$ cat src/rtl/ecg_sign_packer.sv
// ecg_sign_packer: gathers the sign bits of nonzero samples from every ECG of a
// block and hands one LSB-aligned packed sign field plus its bit count to the
// bitstream packer over a registered valid/ready output.
module ecg_sign_packer #(
  parameter int unsigned J       = 10,
  parameter int unsigned N       = 4,
  parameter int unsigned NUM_ECG = 4
) (
  input  logic                               clk,
  input  logic                               rst,
  input  logic                               in_valid,
  output logic                               in_ready,
  input  logic [N*J-1:0]                     in_samples,
  input  logic [$clog2(NUM_ECG)-1:0]         in_ecgidx,
  input  logic                               in_group_skip,
  output logic                               out_valid,
  input  logic                               out_ready,
  output logic [N*(NUM_ECG-1)-1:0]           out_sign_bits,
  output logic [$clog2(N*(NUM_ECG-1)+1)-1:0] out_size,
  output logic                               seq_err
);

  localparam int unsigned IW = $clog2(NUM_ECG);
  localparam int unsigned SW = N * (NUM_ECG - 1);
  localparam int unsigned CW = $clog2(SW + 1);
  localparam int unsigned KW = $clog2(N + 1);
  localparam logic [IW-1:0] LAST_IDX = IW'(NUM_ECG - 1);

  logic [SW-1:0] acc;
  logic [CW-1:0] acc_size;
  logic [IW-1:0] expected;
  logic [N-1:0]  grp_bits;
  logic [KW-1:0] grp_cnt;
  logic          accept;
  logic          in_sync;
  logic          is_last;

  // A new group may enter whenever the output slot is free or being drained.
  assign in_ready = !out_valid || out_ready;
  assign accept   = in_valid && in_ready;
  assign in_sync  = (in_ecgidx == expected);
  assign is_last  = (in_ecgidx == LAST_IDX);

  // Compact the signs of nonzero samples, sample 0 ending up most significant.
  always_comb begin
    grp_bits = '0;
    grp_cnt  = '0;
    if (!(in_group_skip || is_last)) begin
      for (int k = 0; k < int'(N); k++) begin
        if (|in_samples[k*J +: J]) begin
          grp_bits = (grp_bits << 1) | N'(in_samples[k*J + J - 1]);
          grp_cnt  = grp_cnt + KW'(1);
        end
      end
    end
  end

  // Block accumulation, completion, output hand-off and sequence checking.
  always_ff @(posedge clk) begin
    if (rst) begin
      out_valid     <= 1'b0;
      out_sign_bits <= '0;
      out_size      <= '0;
      seq_err       <= 1'b0;
      acc           <= '0;
      acc_size      <= '0;
      expected      <= '0;
    end else begin
      seq_err <= 1'b0;
      if (out_valid && out_ready) begin
        out_valid <= 1'b0;
      end
      if (accept) begin
        if (in_sync) begin
          if (is_last) begin
            // Last group contributes no signs; publish and start a new block.
            out_sign_bits <= acc;
            out_size      <= acc_size;
            out_valid     <= 1'b1;
            acc           <= '0;
            acc_size      <= '0;
            expected      <= '0;
          end else begin
            acc      <= (acc << grp_cnt) | SW'(grp_bits);
            acc_size <= acc_size + CW'(grp_cnt);
            expected <= expected + IW'(1);
          end
        end else begin
          // Abort the partial block; an index-0 group restarts a fresh one.
          seq_err <= 1'b1;
          if (in_ecgidx == '0) begin
            acc      <= SW'(grp_bits);
            acc_size <= CW'(grp_cnt);
            expected <= IW'(1);
          end else begin
            acc      <= '0;
            acc_size <= '0;
            expected <= '0;
          end
        end
      end
    end
  end

endmodule
$ cat config.mk
export PLATFORM = sky130hd
export DESIGN_NAME = ecg_sign_packer
export DESIGN_NICKNAME = d
export VERILOG_FILES = /design/src/rtl/ecg_sign_packer.sv
export SDC_FILE = /design/constraint.sdc
export NUM_CORES = 1
export LEC_CHECK = 0
export BUFFER_PORTS_ARGS = -buffer_cell sky130_fd_sc_hd__buf_4
export CAP_MARGIN = 25
export CORE_UTILIZATION = 55
export CTS_CLUSTER_DIAMETER = 200
export CTS_CLUSTER_SIZE = 14
export DETAILED_ROUTE_END_ITERATION = 10
export PLACE_DENSITY = 0.88
export SLEW_MARGIN = 20
export SYNTH_ARGS = -nofsm -noshare
export SYNTH_HDL_FRONTEND = slang
export SYNTH_SLANG_ARGS = --single-unit
$ cat constraint.sdc
create_clock -name clk -period 5.9 [get_ports clk]
set_input_delay 0.59 -clock clk [delete_from_list [all_inputs] [get_ports clk]]
set_output_delay 0.59 -clock clk [all_outputs]
set_load 0.01 [all_outputs]
== Word level (Yosys, flattened, before mapping) ==
Cells that the tools add are included.

* Flip-flop bits (word level): 36
* Input bits: 47
* Logic and storage cells: 62

* $add $sub $neg: 5
* Equality and inequality tests: 2
* Shift-type cells: 1
* Multiplexer cells: 30
* Bitwise logic cells: 5
* Reductions and logical operators: 12

{| class="wikitable"
|+ Operator list
! kind !! number
|-
| $mux 4 || 10
|-
| $reduce_or 10->1 || 4
|-
| $mux 12 || 2
|-
| $mux 3 || 8
|-
| $or 12x4->12 || 1
|-
| $or 4x1->4 || 3
|-
| $shl 12x3->12 || 1
|-
| $add 3x1->3 const B || 3
|-
| $mux 1 || 8
|-
| $add 4x3->4 || 1
|-
| $mux 2 || 2
|-
| $reduce_and 3->1 || 1
|-
| $add 2x1->2 const B || 1
|-
| $eq 2x2->1 || 1
|-
| $eq 2x2->1 const B || 1
|-
| $logic_and 1x1->1 || 2
|-
| $logic_not 2->1 || 1
|-
| $logic_or 1x1->1 || 2
|-
| $reduce_or 2->1 || 1
|-
| $logic_not 1->1 || 1
|-
| $not 1->1 || 1
|}

== Logic depth before layout (Yosys ltp) ==
* Depth in word-level cells: 16
* Gate-level depth with buffers: 18
* Depth with buffers taken out: 17

== Worst setup path after synthesis ==
No wires, ideal clock.

* Path kind: input to register
* From: in in_samples[11]
* To: reg acc_size[2]
* Data arrival time: 3.520 ns
* Data required time: 5.835 ns
* Slack: 2.315 ns
* Cell stages on the path: 17
* Path through: nor4_1 nand4_1 ha_1 and4_1 or2_2 ha_1 a31o_2 o31ai_2 nor2_4 inv_2 buf_8 fa_1 xnor2_1 o21ai_0 a21oi_1 o22ai_1 nor2_1

* Word-level cells in the longest chain between the ends: 12
* Elaborated cells on any way between the ends: 13
* Those cells by class: add/sub: 3; mux: 9; reduce/logical: 1

{| class="wikitable"
|+ RTL lines
! item !! line !! RTL
|-
| start: declaration || 13 || <nowiki>input logic [N*J-1:0] in_samples,</nowiki>
|-
| $reduce_or 10->1 * || 50 || <nowiki>if (|in_samples[k*J +: J]) begin</nowiki>
|-
| $mux 3 * || 50 ||
|-
| $mux 3 * || 48 || <nowiki>if (!(in_group_skip || is_last)) begin</nowiki>
|-
| $add 3x1->3 || 52 || <nowiki>grp_cnt = grp_cnt + KW'(1);</nowiki>
|-
| $mux 3 * || 50 ||
|-
| $mux 3 * || 48 ||
|-
| $add 3x1->3 || 52 ||
|-
| $mux 3 * || 50 ||
|-
| $mux 3 * || 48 ||
|-
| $add 4x3->4 || 85 || <nowiki>acc_size <= acc_size + CW'(grp_cnt);</nowiki>
|-
| $mux 4 || 75 || <nowiki>if (is_last) begin</nowiki>
|-
| $mux 4 * || 74 || <nowiki>if (in_sync) begin</nowiki>
|-
| end signal: assignment || 85 ||
|-
| end signal: assignment || 93 || <nowiki>acc_size <= CW'(grp_cnt);</nowiki>
|-
| end: declaration || 30 || <nowiki>logic [CW-1:0] acc_size;</nowiki>
|}

Mark *: on every way between the ends. The rest lies on a longest branch, timed or not. The select of a mux whose other input is x is not followed.
A chain may end at the register's enable or synchronous reset.

== Final worst setup path ==
Same ends and word-level chain as after synthesis.

==> results.md <==
- IO buf count: 65
- Comb pwr share: 13.4%
- DRT Wirelength: 5.287 mm
- First-pass GRT wire length: 8.914 mm
- Post-CTS Hold Fix Bufs: 0
- Mapped Cells: 265
- N_diodes: 0
- Seq/Total Area, Yosys: 32.41%
- Synth Net Count: 319
- Power Dens Cells: 177.5 nW/um^2
- Layout cells sized above 1: 27.08%
- Crit end category: flop
- Gpl congestion: 0.9438
- Most common cell after layout, fill and taps aside: buf_4
- Arr. time, crit path: 3.91 ns
- Largest net degree at the start of global routing: 33
- Flop pwr share: 50.2%
- Sink Count: 36
- Sw Pwr: 123.7 uW
- GRT Residual Overflow: 0
- Main combinational cell family by area after synthesis: simple AND/OR/NAND/NOR gates
- Vias: 2185
- H-tree depth: 2
- Initial DRC Count: 102
- CP cell instances: buf_4 -> nor4_1 -> nand4_1 -> ha_1 -> and4_1 -> or2_2 -> ha_1 -> a31o_2 -> o31ai_2 -> nor2_4 -> inv_2 -> fa_1 -> xnor2_1 -> o21ai_0 -> a21oi_1 -> o22ai_1 -> nor2_1
- Number of flops mapped to enable cells by yosys: 0
- Dpl cell area: 2706 um^2
- Fraction of the mapped netlist area in simple logic gates: 23.24%
- Crit path required time: 6.13 ns
- Residual DRC: 0
- Die boundary height: 65.58 um
- Yosys warning count: 0
- XOR/XNOR share of the synthesized area: 2.701%
- Mean Syn Cell Area: 8.390 um^2
- Synth Flop Type: dfxtp_1
- Area occupied by multi-input gates: 1413 um^2
- Delay-heaviest family, CP: simple AND/OR/NAND/NOR gates
- Status: finished clean
- NumNets Final: 378
- VDD IR max: 0.00008798 V
- GR Util All Layers: 26.73%
- Total Power: 497.8 uW
- Synthesized flop and latch total: 36
- F_max: 272.0 MHz
- Antenna violations before repair: 0
- RSZ-0062 raised after global routing: no
- Post-DP HPWL: 4.068 mm
- DR pass1 iterations: 4
- Finished Cell Area: 2805 um^2
- Fin cells: 373
- Post-synth cell types: 56
- Final setup fails: 0
- Max-slew violations: 0
- Clk_skew: 0.004637 ns
- Clk_lat worst skew: 0.29 ns
- Most frequent cells in the layout: 65 x buf_4, 44 x nor2_1, 36 x dfxtp_1
- Post-CTS Setup Repair Bufs: 0
- Clock buffer depth: 2
- Multiplexer share of the synthesized area: 15.48%
- Slew @ Worst Pin: 0.8114 ns
- Fillers: 300
- P&R area growth vs syn: 26.17%
- Adder-cell share of the synthesized area: 4.277%
- Sw frac: 24.84%
- CP max FO: 11
- Final worst path period need: 3.676 ns
- Clk network pwr share: 36.5%
- Row cnt: 22
- CTS tree: yes
- Die ar.: 4301 um^2
- Via-to-Cell Ratio: 5.858
- Die W: 65.58 um
- Slowest cell on the critical path: fa_1
- Hold WS: 0.4727 ns
- DRT antenna net count: 0
- Crit path buffers/inverters: 2
- Synthesized area: 2223 um^2
- Tcrit/Tclk final: 62.30%
- CTS Root Cell: clkbuf_8
- Total CTS buffers: 5
- Slowest stage delay, CP: 0.44 ns
- Post-route setup TNS: 0 ns
- Clk pin slew, worst setup/hold paths: 0.07 ns
- Worst Setup Start Kind: input pin
- Placed cell count: 365
- Max-Slew Margin vs Limit: 45.88%
- Post-CTS resize count: 0
- FF/Latch Area: 720.7 um^2
- CP Class: input pin to flop
- Avg WL per Cell: 14.17 um
- Cell with the most instances on the worst path: ha_1
- Worst Hold Class: flop to flop
- Pleak: 1.342 nW
- Hold Vio Cnt, Final: 0
- Maximum capacitance violations: 0
- I/O pins: 66
- Initial core utilization: 58.96%
- Vias in the first global route: 2172
- Synth Area in Compound Gates: 17.61%
- P_int: 374.1 uW
- Post-synthesis async set-or-reset flop share: 0%
- Core ar.: 3771 um^2
==> cell families (layout without fill, tap and decap cells) <==
kind of cell,count (synthesis),after routing
AOI/OAI and AO/OA,56,56
DFF,36,36
adders and majority gates,7,7
and+or+nand+nor,106,106
buffers and inverters,21,81
muxes,33,33
xor gates and xnor gates,6,6
==> power by group through the flow <==
| stage | Sequential [mW] | Combinational, mW | Clock, mW |
|---|---|---|---|
| global placement | 0.255 | 0.0646 | 0 |
| finish | 0.250 | 0.0666 | 0.182 |
| detailed placement | 0.255 | 0.0665 | 0 |
| global route | 0.250 | 0.0739 | 0.194 |
| CTS | 0.249 | 0.0668 | 0.185 |
| floorplan | 0.253 | 0.0342 | 0 |
==> stage by stage <==
stage / utilization [%] / worst slack (ns)
6_report: 74.39 / 2.224
5_1_grt: 74.39 / 1.762
4_1_cts: 74.25 / 2.244
3_5_place_dp: 71.77 / 1.950
3_3_place_gp: 71.77 / 2.028
2_1_floorplan: - / 2.315
==> cell usage after synthesis, types with 2 or more instances <==
cell type,n,area share [%]
o211ai_1,3,1.0
a21o_1,2,0.68
a22oi_1,3,1.0
nor3_1,6,1.4
nor4_1,6,1.7
ha_1,6,3.4
o21ai_0,10,2.3
o22ai_1,3,0.84
a221o_1,3,1.4
inv_2,2,0.34
a31oi_1,4,1.1
xnor2_1,4,1.6
and2_1,2,0.56
nand2b_1,2,0.56
and3_1,3,0.84
inv_1,5,0.84
a32oi_1,2,0.79
nor2_1,44,7.4
mux2i_1,31,14
nand4_1,5,1.4
nand3_1,5,1.1
clkbuf_1,9,1.5
a211oi_1,3,1.0
dfxtp_1,36,32
a21oi_1,14,3.2
nand2_1,20,3.4
or2_2,3,0.84
==> worst register-to-register path, delay by kind of cell, from the launching register on <==
kind             cells  cell delay (ns)
DFF                  1             0.31
and+or+nand+nor      4             1.56
muxes                1             0.39
==> routing by layer <==
metal  routed length [um]  up-vias  track usage (%)
li1                     -     1077                -
met1                 2135      994            28.88
met2                 2635       94            47.94
met3                  339       20            6.250
met4                  177        0            13.86
met5                    0        -                0
==> path summary, 6_finish.rpt <==
kind                       start          endpoint  slack, ns  depth (start not counted)
hold / removal           acc[11]           acc[11]       0.47                          2
hold reg to reg          acc[11]           acc[11]       0.47                          2
setup reg to reg       out_valid  out_sign_bits[5]       3.52                          5
setup / recovery  in_samples[11]       acc_size[2]       2.22                         17
==> flip-flops by register name, summed over array words and instances, names as in the netlist <==
signal and flops:
out_sign_bits 12, acc_size 4, out_size 4, seq_err 1
expected 2, acc 12, out_valid 1
==> cell type report <==
class,count,area share [%]
well taps,48,2.141
multi-input cells,208,50.36
inverters,8,1.070
clock buffers,7,3.078
clock inverters,1,0.2676
flip-flops and latches,36,25.69
repair buffers,65,17.40
No activity file was read; power rests on OpenSTA's default activity.
